==> src/rtl/fetch_ctrl_pkg.sv <==
// Shared definitions for the fetch controller and its helpers.
package fetch_ctrl_pkg;

  typedef enum logic [2:0] {
    RUN    = 3'd0,
    WAIT   = 3'd1,
    DROP   = 3'd2,
    BUFD   = 3'd3,
    HALTED = 3'd4
  } fetch_state_e;

  localparam logic [15:0] NOP_INSTR = 16'h0800;
  localparam int          PC_INC    = 2;

endpackage

==> src/rtl/fetch_ctrl_sat_counter.sv <==
// Saturating event counter; sticks at all-ones instead of wrapping.
module sat_counter #(
  parameter int CNT_W = 16
) (
  input  logic             clk,
  input  logic             rst,
  input  logic             inc,
  output logic [CNT_W-1:0] cnt
);

  logic [CNT_W-1:0] cnt_q;
  logic [CNT_W-1:0] cnt_d;

  // Next count: advance on inc unless already saturated.
  always_comb begin
    cnt_d = cnt_q;
    if (inc && (cnt_q != {CNT_W{1'b1}})) begin
      cnt_d = cnt_q + {{(CNT_W-1){1'b0}}, 1'b1};
    end
  end

  // Count register, cleared by the active-low asynchronous reset.
  always_ff @(posedge clk or negedge rst) begin
    if (!rst) begin
      cnt_q <= '0;
    end else begin
      cnt_q <= cnt_d;
    end
  end

  assign cnt = cnt_q;

endmodule

==> src/rtl/fetch_ctrl.sv <==
// Fetch-stage sequencer: owns the PC, issues imem reads, tracks multi-cycle
// fetches, discards reads orphaned by a redirect and buffers data that
// returns while the front end is held.
module fetch_ctrl
  import fetch_ctrl_pkg::*;
#(
  parameter int               ADDR_W   = 16,
  parameter logic [ADDR_W-1:0] RESET_PC = '0,
  parameter int               CNT_W    = 16
) (
  input  logic              clk,
  input  logic              rst,
  input  logic              imem_done,
  input  logic              imem_stall,
  input  logic [15:0]       imem_data,
  input  logic              branch_taken,
  input  logic [ADDR_W-1:0] branch_target,
  input  logic              load_use_hazard,
  input  logic              stall_mem_stg,
  input  logic              halt_decoded,
  output logic              imem_rd_en,
  output logic [ADDR_W-1:0] imem_addr,
  output logic [ADDR_W-1:0] pc_q,
  output logic [15:0]       instr_out,
  output logic              done_fetch,
  output logic              flush_ifid,
  output logic              stall_ifid,
  output logic              stall_fetch,
  output logic              halt_fetch,
  output logic [CNT_W-1:0]  stall_cnt
);

  fetch_state_e      state_q, state_d;
  logic [ADDR_W-1:0] pc_d;
  logic [15:0]       buf_q, buf_d;
  logic              hold, redirect, halt_go;
  fetch_state_e      done_next;
  logic [ADDR_W-1:0] pc_inc;

  assign hold      = stall_mem_stg | load_use_hazard;
  assign redirect  = branch_taken & ~stall_mem_stg;
  assign halt_go   = halt_decoded & ~stall_mem_stg;
  assign done_next = halt_go ? HALTED : RUN;
  assign pc_inc    = pc_q + ADDR_W'(PC_INC);
  assign imem_addr = pc_q;

  // Next-state, PC, buffer and all combinational outputs; outputs are forced
  // to their idle values while reset is asserted.
  always_comb begin
    state_d     = state_q;
    pc_d        = pc_q;
    buf_d       = buf_q;
    imem_rd_en  = 1'b0;
    instr_out   = imem_data;
    done_fetch  = 1'b0;
    flush_ifid  = 1'b0;
    stall_ifid  = hold;
    stall_fetch = hold | (state_q == WAIT) | (state_q == DROP) | (state_q == BUFD);
    halt_fetch  = 1'b0;

    unique case (state_q)
      RUN: begin
        imem_rd_en = ~hold & ~redirect & ~halt_go;
        if (redirect) begin
          pc_d       = branch_target;
          flush_ifid = 1'b1;
        end else if (halt_go) begin
          state_d = HALTED;
        end else if (imem_rd_en && imem_done) begin
          done_fetch = 1'b1;
          pc_d       = pc_inc;
        end else if (imem_rd_en && imem_stall) begin
          state_d = WAIT;
        end
      end
      WAIT: begin
        imem_rd_en = 1'b1;
        if (redirect) begin
          // A read completing together with the redirect is simply dropped.
          pc_d       = branch_target;
          flush_ifid = 1'b1;
          state_d    = imem_done ? RUN : DROP;
        end else if (imem_done && !hold) begin
          done_fetch = 1'b1;
          pc_d       = pc_inc;
          state_d    = done_next;
        end else if (imem_done) begin
          buf_d   = imem_data;
          pc_d    = pc_inc;
          state_d = BUFD;
        end
      end
      DROP: begin
        if (redirect) begin
          pc_d       = branch_target;
          flush_ifid = 1'b1;
          // If the orphaned read lands now there is nothing left to drop.
          state_d    = imem_done ? RUN : DROP;
        end else if (imem_done) begin
          state_d = done_next;
        end
      end
      BUFD: begin
        instr_out = buf_q;
        if (redirect) begin
          pc_d       = branch_target;
          flush_ifid = 1'b1;
          buf_d      = NOP_INSTR;
          state_d    = RUN;
        end else if (!hold) begin
          done_fetch = 1'b1;
          state_d    = done_next;
        end
      end
      HALTED: begin
        instr_out  = NOP_INSTR;
        halt_fetch = 1'b1;
      end
      default: begin
        state_d = RUN;
      end
    endcase

    if (!rst) begin
      imem_rd_en  = 1'b0;
      instr_out   = NOP_INSTR;
      done_fetch  = 1'b0;
      flush_ifid  = 1'b0;
      stall_ifid  = 1'b0;
      stall_fetch = 1'b0;
      halt_fetch  = 1'b0;
    end
  end

  // State, PC and late-data buffer registers.
  always_ff @(posedge clk or negedge rst) begin
    if (!rst) begin
      state_q <= RUN;
      pc_q    <= RESET_PC;
      buf_q   <= NOP_INSTR;
    end else begin
      state_q <= state_d;
      pc_q    <= pc_d;
      buf_q   <= buf_d;
    end
  end

  sat_counter #(.CNT_W(CNT_W)) u_stall_cnt (
    .clk (clk),
    .rst (rst),
    .inc (stall_fetch),
    .cnt (stall_cnt)
  );

endmodule

==> config.mk <==
export PLATFORM = sky130hd
export DESIGN_NAME = fetch_ctrl
export DESIGN_NICKNAME = d
export VERILOG_FILES = /design/src/rtl/fetch_ctrl_pkg.sv /design/src/rtl/fetch_ctrl_sat_counter.sv /design/src/rtl/fetch_ctrl.sv
export SDC_FILE = /design/constraint.sdc
export NUM_CORES = 1
export LEC_CHECK = 0
export CELL_PAD_IN_SITES_DETAIL_PLACEMENT = 1
export CELL_PAD_IN_SITES_GLOBAL_PLACEMENT = 1
export CORE_MARGIN = 4
export CORE_UTILIZATION = 34
export CTS_BUF_LIST = sky130_fd_sc_hd__clkbuf_2
export CTS_CLUSTER_SIZE = 10
export DETAILED_ROUTE_END_ITERATION = 6
export GPL_ROUTABILITY_DRIVEN = 0
export PLACE_DENSITY = 0.85
export SLEW_MARGIN = 30
export SYNTH_ARGS = -nofsm -noshare
export SYNTH_HDL_FRONTEND = slang
export SYNTH_SLANG_ARGS = --single-unit
==> constraint.sdc <==
create_clock -name clk -period 2.1 [get_ports clk]
set_input_delay 0.42 -clock clk [delete_from_list [all_inputs] [get_ports clk]]
set_output_delay 0.42 -clock clk [all_outputs]
set_load 0.1 [all_outputs]
==> results of run 1 <==
[logic make-up (layout without fill, tap and decap cells)]
logic type | count (synthesis) | in the layout | synth area share (%)
and+or+nand+nor | 118 | 119 | 18.20
adders and majority gates | 2 | 2 | 0.7983
buffers and inverters | 44 | 182 | 7.904
other | 0 | 1 | 0
muxes | 5 | 5 | 1.876
DFF | 51 | 51 | 40.76
xor gates and xnor gates | 12 | 12 | 3.353
AOI/OAI and AO/OA | 121 | 121 | 27.11
[per-layer routing]
metal	part of all wire, %	vias to the layer above	track usage (%)
li1	-	1582	-
met1	39	1737	26.55
met2	55	85	40.34
met3	3.8	20	3.104
met4	2.3	0	5.793
met5	0	-	0
[layout by cell type (no fill, tap or decap), types with 6 or more instances in the layout]
master and n:
inv_1 6, nand4_1 6, nor2_1 22, dfrtp_1 28
nand3_1 10, buf_12 27, o21ai_0 13, nand2_1 28
xnor2_1 7, a22o_1 16, nor2_4 17, a21oi_1 21
dfrtp_2 20, buf_4 94, a21oi_2 13, o221ai_2 13
clkdlybuf4s50_1 35
[registers in the layout (all words and copies together) (netlist names)]
register / count
buf_q: 16
imem_addr: 16
u_stall_cnt.cnt: 16
state_q: 3
[synthesized netlist by cell type, types with 2 or more instances]
library cell  instances  area share (%)
buf_1                 3            0.36
nor4_1                2            0.40
o22ai_1               4            0.80
dfrtp_1              50              40
o21a_1                2            0.48
inv_1                 6            0.72
a2bb2oi_1             4             1.1
buf_2                 6            0.96
o221ai_1             15             4.2
nor3_1                6            0.96
nor2_1               40             4.8
xor2_1                5             1.4
nor2b_1               3            0.60
nand2_1              30             3.6
nand3_1              10             1.6
a22o_1               16             4.5
xnor2_1               7             2.0
a22oi_1               3            0.72
mux2_2                2            0.72
nand2b_1              4            0.80
o21ai_0              15             2.4
a21oi_1              37             5.9
a31oi_1               2            0.40
nor2_2                2            0.40
buf_4                18             4.3
o31ai_1               3            0.72
a211o_1               3            0.84
o32ai_1               2            0.56
nand4_1               6             1.2
clkbuf_1             10             1.2
a311oi_1              2            0.56
ha_1                  2            0.80
a2111oi_0             2            0.56
and3_1                5             1.0
[area by class of cell]
| class | instances | area, µm² | share of cell area, % |
|---|---|---|---|
| diodes | 1 | 2.502 | 0.04663 |
| clock buffers | 5 | 25.02 | 0.4663 |
| clock inverters | 3 | 46.29 | 0.8627 |
| inverters | 6 | 22.52 | 0.4197 |
| multi-input cells | 259 | 2102 | 39.17 |
| flip-flops and latches | 51 | 1310 | 24.41 |
| well taps | 108 | 135.1 | 2.518 |
| repair buffers | 168 | 1723 | 32.11 |
[through the flow]
stage               worst slack [ps]  instance area [µm²]  cells  utilization, %
global placement              -290.9                 4858    573           54.91
CTS                           -241.5                 5218    592           58.96
floorplan                     -108.7                 3435    353               -
detailed placement            -339.8                 4858    573           54.91
global route                  -425.4                 5366    601           60.65
finish                        -284.0                 5366    601           60.65
[worst max-delay path, cell delays in order (launching register included)]
cell      delay (ps)
dfrtp_1          500
nor2b_4          270
buf_4            180
nand2_8           90
o221ai_2         230
nor2_4            70
buf_12           170
[how the worst max path moves through the flow]
stage	cells after the start	start	endpoint	slack, ps
after detailed placement	6	branch_taken	done_fetch	-340
after global placement	6	branch_taken	done_fetch	-290
after floorplan	4	state_q[2]	done_fetch	-110
after global routing	6	state_q[0]	instr_out[1]	-430
after CTS	5	state_q[2]	instr_out[8]	-240
final	6	state_q[0]	instr_out[1]	-280
[repair_timing]
action | in CTS | in global routing
gates cloned | 0 | 1
resized for setup | 48 | 12
endpoints found under the hold margin | 24 | 0
hold buffers | 2 | 0
endpoints found under the setup margin | 22 | 22
pin swaps | 6 | 17
setup buffers | 9 | 8
==> metrics, run 1 <==
WL final about 13000 µm; via count about 3400; async set-reset flop share out of synthesis between 90% and 100%; GRT Total Usage ~22%; Synth Flop Type dfrtp_1; synth unique cells 60; clock slew at reported path FFs between 200 and 300 ps; Hold Fails Final Rpt 0; count of max-cap constraint violations 0; # fillers between 900 and 1000; drt pass-1 iters 4; FF-to-FF End u_stall_cnt.cnt[8]; port bufs ~110; Area Growth Syn to Fin 71.22%; Core ar. ~0.0088 mm²; Worst Path Required roughly 1700 ps; CTS max path bufs 2; Die Wd 104.0 µm; Num CTS Buffers 5; RSZ-0062 raised after global routing yes; share of layout cells above drive strength 1 a little under half; worst reg-to-reg path cell count 9; DIE HEIGHT 104.0 µm; # IOs 110; TNS Setup -4635 ps; failing checks negative setup slack; Hold Crit Class input port to asynchronous set/reset pin; post-DP HPWL between 8000 and 9000 µm; Clk Latency, worst-skew pair 450 ps; number of remaining DRC errors 0; worst hold slack between 80 and 90 ps; largest net degree at the start of global routing 24; Worst Path Arrival between 1500 and 2000 ps; Tcrit/Tclk final 113.5%; Setup violations, final 20; Mapped Nets roughly 400; Cells after Synth between 300 and 400; mapped cell area 0.003134 mm²; die area approximately 0.011 mm²; vias in the first global route 3625; per-cell routed wire length about 22 µm; worst reg-to-reg setup slack around 40 ps; Critical Path End Type output pin; register area share after synthesis ~40%; # rows 34; class of the most critical setup path flip-flop to output pin; yosys warns 0; CTS tree yes; Post-DRT Antenna Nets 0; Reg-to-Reg Start state_q[2]; Nets roughly 530; relative slew slack slightly below 70%; antenna violations before repair 1; Num Clock Sinks 51; startpoint class of the critical path flip-flop; setup ws final -284.0 ps; root buf cell clkbuf_2; crit-path max FO 8; first-pass GRT wire length approximately 20000 µm; status finished with violations; Starting Density 35.42%; Tmin final roughly 2400 ps; Slew Limit Fails 0; Syn Area/Cell between 8 and 9 µm²; starting DRC count in detailed routing ~140; Worst Skew roughly 21 ps; GR Overflow Total 0; fmax about 420 MHz; H-tree Lvls 2; Post-synth EDFFs 0; Yosys reg bits just over 50; Vias/cell 5.697; Slew @ Worst Pin roughly 480 ps
Power of run 1 is not shown: default switching activity piles up to over one toggle a cycle in this logic, so the estimate is an artifact.
==> run 2, diff against run 1 <==
--- a/config.mk
+++ b/config.mk
@@ -8,12 +8,12 @@
 export CELL_PAD_IN_SITES_DETAIL_PLACEMENT = 1
 export CELL_PAD_IN_SITES_GLOBAL_PLACEMENT = 1
 export CORE_MARGIN = 4
-export CORE_UTILIZATION = 34
+export CORE_UTILIZATION = 31
 export CTS_BUF_LIST = sky130_fd_sc_hd__clkbuf_2
 export CTS_CLUSTER_SIZE = 10
 export DETAILED_ROUTE_END_ITERATION = 6
 export GPL_ROUTABILITY_DRIVEN = 0
-export PLACE_DENSITY = 0.85
+export PLACE_DENSITY = 0.82
 export SLEW_MARGIN = 30
 export SYNTH_ARGS = -nofsm -noshare
 export SYNTH_HDL_FRONTEND = slang
==> constraint.sdc (replaced) <==
create_clock -name clk -period 2.15 [get_ports clk]
set_input_delay 0.43 -clock clk [delete_from_list [all_inputs] [get_ports clk]]
set_output_delay 0.43 -clock clk [all_outputs]
set_load 0.1 [all_outputs]
==> metrics, run 2 (synthesized netlist as in run 1, its figures left out) <==
Num CTS Buffers 5; Slew Limit Fails 0; Nets between 500 and 600; Area Growth Syn to Fin 69.50%; Tmin final roughly 2400 ps; FF-to-FF End u_stall_cnt.cnt[8]; root buf cell clkbuf_2; GR Overflow Total 0; antenna violations before repair 1; Post-DRT Antenna Nets 0; grt peak-use layer met2; per-cell routed wire length about 20 µm; Num Clock Sinks 51; CTS max path bufs 2; GRT Total Usage 20.31%; Vias/cell around 5.5; # fillers approximately 1100; FF/Latch Area about 0.0013 mm²; starting DRC count in detailed routing approximately 160; via count between 3000 and 4000; worst reg-to-reg path cell count 10; Critical Path End Type output pin; Worst Skew approximately 18 ps; post-DP HPWL between 8000 and 9000 µm; first-pass GRT wire length between 15000 and 20000 µm; clock slew at reported path FFs ~280 ps; WL final ~13000 µm; setup ws final -235.3 ps; relative slew slack 61.83%; Hold Fails Final Rpt 0; Worst Path Required between 1500 and 2000 ps; Setup violations, final 22; Clk Latency, worst-skew pair approximately 440 ps; share of layout cells above drive strength 1 46.61%; die area 0.01178 mm²; TNS Setup -3394 ps; port bufs between 100 and 150; Hold Crit Class input port to asynchronous set/reset pin; Core ar. 0.009819 mm²; number of remaining DRC errors 0; vias in the first global route 3674; Reg-to-Reg Start state_q[2]; status finished with violations; largest net degree at the start of global routing 33; area of the multi-input gates between 0.002 and 0.0025 mm²; most frequent cells in the layout buf_4 (91), clkdlybuf4s50_1 (36), dfrtp_1 (31), nand2_1 (29), buf_12 (26); DIE HEIGHT 108.6 µm; Worst Path Arrival about 2000 ps; H-tree Lvls 2; met1 Track Usage GR between 20% and 30%; crit-path max FO 7; worst reg-to-reg setup slack -90 ps; Slew @ Worst Pin between 500 and 600 ps; Tcrit/Tclk final 110.9%; startpoint class of the critical path flip-flop; most common cell after layout, fill and taps aside buf_4; RSZ-0062 raised after global routing yes; fmax 419.2 MHz; GR met3 Demand/Resource roughly 4.7%; # IOs 110; Die Wd 108.6 µm; drt pass-1 iters 4; worst hold slack roughly 40 ps; M2 GR Usage a little over a third; failing checks negative setup slack; count of max-cap constraint violations 0; Starting Density a little under a third; class of the most critical setup path flip-flop to output pin; CTS tree yes; post-layout util 54.10%; # rows 36
-- run 2: cell type report --
type	count	area share (%)
diodes	1	0.04710
inverters	6	0.4239
clock inverters	2	0.2355
clock buffers	6	0.5652
well taps	133	3.132
multi-input cells	259	39.40
repair buffers	163	31.70
flip-flops and latches	51	24.49
-- run 2: through the flow --
step | cells | area, µm² | setup WS (ps)
after floorplan | 353 | 3344 | -72.95
after global placement | 596 | 4777 | -218.6
after detailed placement | 596 | 4777 | -346.7
after CTS | 616 | 5111 | -187.1
after global routing | 621 | 5313 | -313.5
final | 621 | 5313 | -235.3
-- run 2: layer usage --
| metal | routed length, µm | up-vias |
|---|---|---|
| met4 | 192 | 0 |
| met2 | 6633 | 69 |
| li1 | - | 1576 |
| met1 | 5185 | 1745 |
| met3 | 530 | 13 |
| met5 | 0 | - |
-- run 2: how the worst max path moves through the flow --
stage               endpoint    startpoint  slack [ps]
6_report       instr_out[11]    state_q[0]        -240
5_1_grt        instr_out[11]    state_q[0]        -310
3_5_place_dp      state_q[0]  branch_taken        -350
4_1_cts        instr_out[11]    state_q[2]        -190
3_3_place_gp      state_q[0]  branch_taken        -220
2_1_floorplan     done_fetch    state_q[2]         -70
-- run 2: what timing repair did --
action / 4_1_cts / 5_1_grt
endpoints found under the hold margin: 7 / 0
cloned: 3 / 0
pin swaps: 6 / 5
buffers inserted: 8 / 4
endpoints found under the setup margin: 20 / 22
gates resized for setup: 41 / 34
hold buffers: 1 / 0
-- run 2: critical path, cell delays in order (launching register included) --
cell	delay, ps
dfrtp_1	460
nor2b_4	200
buf_12	160
buf_12	140
o21ai_2	60
a211o_1	300
buf_12	170
Power of run 2 is left out for the same reason.
==> run 3, diff against run 2 <==
--- a/config.mk
+++ b/config.mk
@@ -5,15 +5,16 @@
 export SDC_FILE = /design/constraint.sdc
 export NUM_CORES = 1
 export LEC_CHECK = 0
+export ABC_AREA = 1
 export CELL_PAD_IN_SITES_DETAIL_PLACEMENT = 1
 export CELL_PAD_IN_SITES_GLOBAL_PLACEMENT = 1
 export CORE_MARGIN = 4
-export CORE_UTILIZATION = 31
+export CORE_UTILIZATION = 30
 export CTS_BUF_LIST = sky130_fd_sc_hd__clkbuf_2
 export CTS_CLUSTER_SIZE = 10
 export DETAILED_ROUTE_END_ITERATION = 6
 export GPL_ROUTABILITY_DRIVEN = 0
-export PLACE_DENSITY = 0.82
+export PLACE_DENSITY = 0.81
 export SLEW_MARGIN = 30
 export SYNTH_ARGS = -nofsm -noshare
 export SYNTH_HDL_FRONTEND = slang
==> constraint.sdc (replaced) <==
create_clock -name clk -period 2.15 [get_ports clk]
set_input_delay 0.645 -clock clk [delete_from_list [all_inputs] [get_ports clk]]
set_output_delay 0.645 -clock clk [all_outputs]
set_load 0.1 [all_outputs]
==> metrics, run 3 <==
cell with the most instances after synthesis nand2_1; failing checks negative setup slack; Worst Skew 15.60 ps; mux cell area share after synthesis less than 1%; Slew Limit Fails 0; TNS Setup -8225 ps; Syn Area/Cell around 6.6 µm²; Pleak approximately 3.1 nW; post-DP HPWL 10330 µm; Die Wd roughly 120 µm; CTS max path bufs 2; antenna violations before repair 0; Layout Cells excl Fill 856; crit-path max FO 7; drt pass-1 iters 4; count of max-cap constraint violations 0; Worst VDD drop slightly above 0.7 mV; most common cell after layout, fill and taps aside nand2_1; Synth Area in Adders less than 1%; startpoint class of the critical path flip-flop; Core ar. 0.01156 mm²; Num CTS Buffers 5; status finished with violations; yosys warns 0; CTS tree yes; instance area at placement 0.006131 mm²; RSZ-0062 raised after global routing yes; commonest cells in the synthesized netlist nand2_1 (214), nand3_1 (55), dfrtp_1 (50); Synth Flop Type dfrtp_1; GRT Total Usage 21.80%; vias in the first global route approximately 4800; Critical Path End Type output pin; DIE HEIGHT around 120 µm; Area Growth Syn to Fin 88.21%; Final Instance Area a little under 0.007 mm²; setup ws final -460.7 ps; # hold bufs at CTS 0; Synth top area share a little over a third; Compound-Gate Fraction of Synth Area under 10%; root buf cell clkbuf_2; class of the most critical setup path flip-flop to output pin; Cells after Synth between 500 and 600; Hold Crit Class input port to asynchronous set/reset pin; largest family of logic cells by synthesized area simple AND/OR/NAND/NOR gates; first-pass GRT wire length between 20000 and 30000 µm; Tcrit/Tclk final 121.4%; die area 0.01381 mm²; Worst Path Arrival a little under 2000 ps; post-synthesis share of cell area spent on xor and xnor gates between 3 and 4%; Worst Path Required 1500 ps; Vias/cell 5.099; number of remaining DRC errors 0; Post-synth EDFFs 0; Mapped Nets just under 600; async set-reset flop share out of synthesis 100.0%; clock slew at reported path FFs 280 ps; largest area contributor in the netlist dfrtp_1; per-cell routed wire length between 15 and 20 µm; share of layout cells above drive strength 1 36.19%; synth unique cells 39; port bufs about 110; Synth area leaders dfrtp_1 (35%), nand2_1 (22%), nand3_1 (7.7%); relative slew slack 58.44%; Hold Fails Final Rpt 0; Synth Area in Simple Gates 40.14%; fmax ~380 MHz; H-tree Lvls 2; most frequent cells in the layout nand2_1 (203), buf_12 (79), buf_4 (59), dfrtp_1 (47), nand3_1 (38); via count around 4400; Setup violations, final 21; Num Clock Sinks between 50 and 60; mapped cell area between 0.003 and 0.004 mm²; ant diodes 0; starting DRC count in detailed routing between 150 and 200; WL final between 15000 and 20000 µm; PD cells about 340 mW/mm²; GR Overflow Total 0; Yosys reg bits 51; worst hold slack approximately 340 ps; # rows 39; register area share after synthesis about 36%; Starting Density 31.10%; Placed Cells approximately 820; Nets 754; Post-Place Worst Slack -565.3 ps; # IOs 110; Slew @ Worst Pin between 600 and 700 ps; Tmin final around 2600 ps; Clk Latency, worst-skew pair between 400 and 500 ps; largest net degree at the start of global routing 36; Post-DRT Antenna Nets 0
run 3: repair_timing:
item,4_1_cts,5_1_grt
cloned,2,2
endpoints found under the setup margin,22,40
pin swaps,25,12
gates resized for setup,66,34
buffers inserted,17,7
run 3: cells by family (layout without fill, tap and decap cells):
family,after synthesis,after routing
compound gates,58,58
flops,51,51
buf+inv,76,246
fa+ha+maj,2,2
xor+xnor,13,13
mux,1,1
simple gates,342,342
run 3: area by class of cell:
| cell class | count | area [µm²] |
|---|---|---|
| Fill cell | 1316 | 4795 |
| Timing Repair Buffer | 194 | 2645 |
| Multi-Input combinational cell | 416 | 2422 |
| Sequential cell | 51 | 1281 |
| Inverter | 43 | 191.4 |
| Tap cell | 143 | 178.9 |
| Clock buffer | 6 | 30.03 |
| Clock inverter | 2 | 12.51 |
| Timing Repair inverter | 1 | 8.758 |
run 3: worst paths after layout:
path,startpoint,endpoint,slack (ps),cells after the start
setup / recovery,state_q[1],instr_out[2],-460,7
hold reg to reg,buf_q[11],buf_q[11],520,2
hold / removal,rst,u_stall_cnt.cnt[0],340,3
setup reg to reg,state_q[1],imem_addr[13],100,13
max in group asynchronous,rst,buf_q[11],1350,3
min in group clk,buf_q[11],buf_q[11],520,2
run 3: routing by layer:
layer	part of all wire (%)	track usage (%)
met1	39	26.06
met2	53	40.17
met4	2.8	5.714
met3	4.6	3.940
met5	0	0
run 3: critical path: stages (launching register included):
cell and delay (ps):
dfrtp_1 440, nand2_1 100, nor2_4 220, buf_12 150
clkbuf_16 150, nand2_1 90, a21oi_4 170, buf_12 190
run 3: per-stage QoR:
step	util (%)	power [mW]
floorplan	-	1.498
global placement	53.01	1.866
detailed placement	53.01	1.879
CTS	57.21	2.318
global route	58.54	2.420
finish	58.54	2.304
run 3: power by group:
group / internal (mW) / switching [mW] / leakage (nW)
logic: 0.329 / 0.482 / 2.36
clock network: 0.0828 / 0.329 / 0.0290
registers: 0.996 / 0.0847 / 0.679
No activity file was read; power rests on OpenSTA's default activity.
